==> config.mk <==
export PLATFORM = sky130hd
export DESIGN_NAME = uart_tx_buf
export DESIGN_NICKNAME = d
export VERILOG_FILES = /design/src/rtl/uart_tx_buf.sv
export SDC_FILE = /design/constraint.sdc
export NUM_CORES = 1
export LEC_CHECK = 0
export CORE_ASPECT_RATIO = 1.5
export CORE_UTILIZATION = 56
export DETAILED_ROUTE_END_ITERATION = 16
export PLACE_DENSITY_LB_ADDON = 0.12
export REMOVE_ABC_BUFFERS = 1
export SLEW_MARGIN = 20
export SYNTH_ARGS = -nofsm -noshare
export SYNTH_HDL_FRONTEND = slang
export SYNTH_SLANG_ARGS = --single-unit
==> constraint.sdc <==
create_clock -name clk_50M -period 2.34 [get_ports clk_50M]
set_clock_uncertainty 0.1 [all_clocks]
set_input_delay 0.351 -clock clk_50M [delete_from_list [all_inputs] [get_ports clk_50M]]
set_output_delay 0.351 -clock clk_50M [all_outputs]
set_load 0.01 [all_outputs]
==> src/rtl/uart_tx_buf.sv <==
// uart_tx_buf -- parametrised UART transmitter with a one-word holding buffer.
//
// A word accepted on the valid/ready handshake waits in the holding buffer
// until the serialiser is free. When a frame's last stop cycle ends with the
// buffer full, the next start bit follows on the very next cycle.
//
// Parameters
//   CLK_FREQ   clock frequency in Hz
//   BAUD       line rate in bit/s (CPB = CLK_FREQ / BAUD, must be >= 2)
//   DATA_BITS  payload width, 5..9
//   PARITY     0 = none, 1 = odd, 2 = even
//   STOP_BITS  1 or 2
//
// Ports
//   clk_50M   in   system clock, rising edge
//   rst       in   asynchronous active-high reset
//   tx_en     in   data valid; transfer when tx_en && tx_ready
//   data      in   payload, sampled on a transfer
//   tx_ready  out  holding buffer empty
//   tx        out  serial line, idle high, registered
//   tx_busy   out  a frame is on the line
//   tx_done   out  one-cycle pulse on the final stop-bit cycle
//
// state  | meaning
// -------+---------------------------------------------------------------
// IDLE   | line idle; waits for the holding buffer to fill
// START  | start bit (low) for CPB cycles
// DATA   | payload bits, LSB first, CPB cycles each
// PARITY | parity bit for CPB cycles (skipped when PARITY == 0)
// STOP   | STOP_BITS stop bits (high); reloads straight into START if full
module uart_tx_buf #(
  parameter int CLK_FREQ  = 50000000,
  parameter int BAUD      = 115200,
  parameter int DATA_BITS = 8,
  parameter int PARITY    = 0,
  parameter int STOP_BITS = 1
) (
  input  logic                 clk_50M,
  input  logic                 rst,
  input  logic                 tx_en,
  input  logic [DATA_BITS-1:0] data,
  output logic                 tx_ready,
  output logic                 tx,
  output logic                 tx_busy,
  output logic                 tx_done
);

  localparam int CPB = CLK_FREQ / BAUD;
  localparam int CW  = (CPB > 1) ? $clog2(CPB) : 1;
  localparam int BW  = $clog2(DATA_BITS + 1);

  typedef enum logic [2:0] {
    S_IDLE,
    S_START,
    S_DATA,
    S_PARITY,
    S_STOP
  } state_t;

  state_t               r_state;
  state_t               w_state_nxt;
  logic [CW-1:0]        r_baud_cnt;
  logic [CW-1:0]        w_baud_nxt;
  logic [BW-1:0]        r_bit_cnt;
  logic [BW-1:0]        w_bit_nxt;
  logic                 r_stop_cnt;
  logic                 w_stop_nxt;
  logic [DATA_BITS-1:0] r_shift;
  logic [DATA_BITS-1:0] w_shift_nxt;
  logic                 r_par;
  logic                 w_par_nxt;
  logic [DATA_BITS-1:0] r_buf;
  logic                 r_buf_valid;
  logic                 r_tx;
  logic                 w_tx_nxt;
  logic                 w_load;
  logic                 w_accept;
  logic                 w_baud_last;
  logic                 w_bit_last;
  logic                 w_stop_last;

  assign w_baud_last = (r_baud_cnt == CW'(CPB - 1));
  assign w_bit_last  = (r_bit_cnt == BW'(DATA_BITS - 1));
  assign w_stop_last = (r_stop_cnt == 1'(STOP_BITS - 1));
  assign w_accept    = tx_en && tx_ready;

  assign tx_ready = !r_buf_valid;
  assign tx       = r_tx;
  assign tx_busy  = (r_state != S_IDLE);
  assign tx_done  = (r_state == S_STOP) && w_baud_last && w_stop_last;

  always_comb begin
    w_state_nxt = r_state;
    w_baud_nxt  = r_baud_cnt + CW'(1);
    w_bit_nxt   = r_bit_cnt;
    w_stop_nxt  = r_stop_cnt;
    w_shift_nxt = r_shift;
    w_par_nxt   = r_par;
    w_load      = 1'b0;

    case (r_state)
      S_IDLE: begin
        w_baud_nxt = '0;
        if (r_buf_valid) begin
          w_load      = 1'b1;
          w_state_nxt = S_START;
        end
      end
      S_START: begin
        if (w_baud_last) begin
          w_baud_nxt  = '0;
          w_state_nxt = S_DATA;
        end
      end
      S_DATA: begin
        if (w_baud_last) begin
          w_baud_nxt  = '0;
          w_shift_nxt = r_shift >> 1;
          if (w_bit_last) begin
            w_bit_nxt   = '0;
            w_state_nxt = (PARITY != 0) ? S_PARITY : S_STOP;
          end else begin
            w_bit_nxt = r_bit_cnt + BW'(1);
          end
        end
      end
      S_PARITY: begin
        if (w_baud_last) begin
          w_baud_nxt  = '0;
          w_state_nxt = S_STOP;
        end
      end
      S_STOP: begin
        if (w_baud_last) begin
          w_baud_nxt = '0;
          if (w_stop_last) begin
            w_stop_nxt = 1'b0;
            // A full buffer chains straight into the next start bit.
            if (r_buf_valid) begin
              w_load      = 1'b1;
              w_state_nxt = S_START;
            end else begin
              w_state_nxt = S_IDLE;
            end
          end else begin
            w_stop_nxt = r_stop_cnt + 1'b1;
          end
        end
      end
      default: begin
        w_baud_nxt  = '0;
        w_state_nxt = S_IDLE;
      end
    endcase

    if (w_load) begin
      w_shift_nxt = r_buf;
      w_par_nxt   = (PARITY == 2) ? (^r_buf) : ~(^r_buf);
    end

    // tx is registered, so it is driven from the next-state view.
    case (w_state_nxt)
      S_START:  w_tx_nxt = 1'b0;
      S_DATA:   w_tx_nxt = w_shift_nxt[0];
      S_PARITY: w_tx_nxt = w_par_nxt;
      default:  w_tx_nxt = 1'b1;
    endcase
  end

  always_ff @(posedge clk_50M or posedge rst) begin
    if (rst) begin
      r_state     <= S_IDLE;
      r_baud_cnt  <= '0;
      r_bit_cnt   <= '0;
      r_stop_cnt  <= 1'b0;
      r_shift     <= '0;
      r_par       <= 1'b0;
      r_buf       <= '0;
      r_buf_valid <= 1'b0;
      r_tx        <= 1'b1;
    end else begin
      r_state    <= w_state_nxt;
      r_baud_cnt <= w_baud_nxt;
      r_bit_cnt  <= w_bit_nxt;
      r_stop_cnt <= w_stop_nxt;
      r_shift    <= w_shift_nxt;
      r_par      <= w_par_nxt;
      r_tx       <= w_tx_nxt;
      // A new word wins over the load that frees the buffer on the same edge.
      if (w_accept) begin
        r_buf       <= data;
        r_buf_valid <= 1'b1;
      end else if (w_load) begin
        r_buf_valid <= 1'b0;
      end
    end
  end

endmodule

==> impl_metrics.ini <==
[run_status]
status = complete, no violations

[cts]
cts-buffers-inserted = 5
cts_sinks = 35
path_clk_slew_ns = 0.07
htree_levels = 2
cts_tree = done
cts-root-buf = clkbuf_8
postCtsHoldBufs = 0
clockBufferDepth = 2
clk_latency_ns = 0.29

[power_and_ir_drop]
p_sw_w = 0.0004511
seq_power_share_pct = 53.6
leakage_nw = 0.9651
power.density_mw_per_mm2 = 793.5
clockPowerShare_pct = 26.3
swShare_pct = 28.72
combPwrFrac_pct = 20.2
intPower_w = 0.001120
vdd_drop_max_mv = 0.7054

[floorplan]
num_rows = 24
initial_core_util_pct = 58.81
die_area_sq_mm = 0.003256
ios = 15
die_h_um = 69.39
coreArea_sq_mm = 0.002883
die_x_um = 46.93

[sta]
slew_viol_final = 0
hold_viol_final = 0
fin_tns_setup_ns = 0
max_freq_mhz = 476.6
grt_setup_unrepaired = false
worstMarginPinSlew_ns = 0.4370
max_slew_margin_pct = 70.87
fin_crit_sh_pct = 89.67
period_needed_ns = 2.098
setup_viol = 0

[final_layout]
final-seq-area_sq_um = 877.1
final_util_pct = 68.66
num-fill-cells = 246
layout-drive-gt1-share_pct = 17.54
multi_input_area_sq_um = 780.7
area_growth_pct = 16.75
nNetsFinal = 184
n_antenna_cell = 0

[worst_setup_path]
path_max_fanout = 8
r2r_end = r_shift[3]
critPathKind = reg2out
rr_worst_depth = 7
crit_path_end_kind = primary output
critPathCapture = tx_busy
cp.required_ns = 1.89
worstPathArrival_ns = 1.65
reg2reg_from = r_baud_cnt[1]
cp-start-kind = register
regToRegSetupSlack_ns = 0.30
crit_start = r_state[2]

[synth]
synthArstFlopShare_pct = 100.0
avgSynthCellArea_sq_um = 11.46
synth-edff-count = 0
synthCells = 148
ys_types = 36
yosysSeqAreaShare_pct = 51.73
ys_warn_count = 0
synth_seq_cells = 35
yosys_most_used_dff = dfrtp_1
syn_area_sq_mm = 0.001695

[placement]
place.gp.congestion = 0.8023
dp_hpwl_mm = 2.124
io_buffers = 14

[min_path]
hold_path_class = in2async

[grt]
antenna_found_initial = 0
overflow = 0
grt_pass1_vias = 1174
grt_usage_pct = 21.48
grt_max_degree = 36
grt_pass1_wl_mm = 4.961

[detailed_routing]
wl_mm = 2.864
num_vias = 1166
wire_per_inst_um = 13.64
ant_nets = 0
vias_per_cell = 5.552
drc = 0
firstDrtPassIters = 4
drtIter0Drc = 25

[job]
cap_violations = 0
[per-stage QoR]
step / cells / setup WS [ns] / hold slack (ns) / total power, W / instance area [sq um]
finish: 210 / 0.2417 / 0.3581 / 0.001571 / 1979
global route: 210 / 0.1377 / 0.4013 / 0.001675 / 1979
detailed placement: 201 / 0.1131 / 0.3703 / 0.001171 / 1884
floorplan: 145 / 0.3169 / 0.3489 / 0.001089 / 1673
CTS: 210 / 0.2231 / 0.3664 / 0.001596 / 1979
global placement: 201 / 0.2156 / 0.3632 / 0.001152 / 1884
[cells in the final DEF (no fill, tap or decap), drive strengths merged, types with 2 or more instances in the layout]
cell type	instances
a21o	7
a21oi	2
a22o	6
and3	3
buf	4
clkbuf	7
clkdlybuf4s50	13
dfrtp	34
ha	3
inv	6
mux2	10
nand2	7
nand2b	2
nand3	8
nor2	17
nor2b	2
o21ai	9
or3	2
xnor2	10
xor2	4
[state kept, by name, summed over array words and instances, names as in the netlist]
signal,flops
r_baud_cnt,9
r_bit_cnt,4
r_buf,8
r_buf_valid,1
r_par,1
r_shift,8
r_state,3
tx,1
[timing repair]
action | CTS | global route
setup endpoints to repair | 1 | 0
setup buffers | 1 | 0
gates resized for setup | 3 | 0
hold endpoints to repair | 0 | 0
[how the worst min path moves through the flow]
stage                     from             to  slack, ns  cells after the start
finish                     rst  r_baud_cnt[4]       0.36                      3
global route        r_shift[3]     r_shift[3]       0.40                      1
CTS                        rst   r_bit_cnt[2]       0.37                      3
detailed placement  r_shift[3]     r_shift[3]       0.37                      1
global placement    r_shift[4]     r_shift[4]       0.36                      1
floorplan           r_shift[1]     r_shift[1]       0.35                      1
[layout make-up]
class,instances,share of cell area (%)
sequential,35,44.31
clock buffer,7,3.856
multi-input combinational,104,39.44
inverter,6,1.138
clock inverter,1,0.2528
timing repair buffer,18,8.533
tap,39,2.465
[synth_stat cells, types with 2 or more instances]
cell type | n | area [sq um]
mux2_2 | 10 | 112.6
dfrtp_1 | 34 | 850.8
or3_1 | 2 | 12.51
nand3_1 | 8 | 40.04
o21ai_0 | 8 | 40.04
inv_1 | 6 | 22.52
and3_1 | 3 | 18.77
nand2b_1 | 2 | 12.51
nor2b_1 | 2 | 12.51
xnor2_1 | 10 | 87.58
ha_1 | 3 | 37.54
nor2_1 | 16 | 60.06
a22o_1 | 6 | 52.55
a21o_1 | 7 | 52.55
xor2_1 | 4 | 35.03
nand2_1 | 7 | 26.28
[power by group through the flow]
stage | Combinational (W) | Sequential [W] | Clock [W]
finish | 0.000317 | 0.000841 | 0.000412
CTS | 0.000323 | 0.000840 | 0.000433
global route | 0.000358 | 0.000859 | 0.000459
detailed placement | 0.000318 | 0.000852 | 0
floorplan | 0.000264 | 0.000824 | 0
global placement | 0.000308 | 0.000844 | 0
[critical path, cell delays in order, from the launching register on]
cell and delay, ns:
dfrtp_1 0.47, or3_1 0.41, clkdlybuf4s50_1 0.48
[cell families after synthesis]
kind of cell,after synthesis,share of synthesized area [%]
compound gates,28,11.96
xor+xnor,14,7.232
fa+ha+maj,3,2.214
buf+inv,9,2.657
flops,35,51.73
mux,11,7.233
simple gates,48,16.97
[layer usage]
metal	track usage (%)	up-vias	part of all wire, %
li1	-	559	-
met1	23.80	585	40
met2	35.96	18	56
met3	7.031	4	2.5
met4	8.571	0	1.1
met5	0	-	0
No activity file was read; power rests on OpenSTA's default activity.
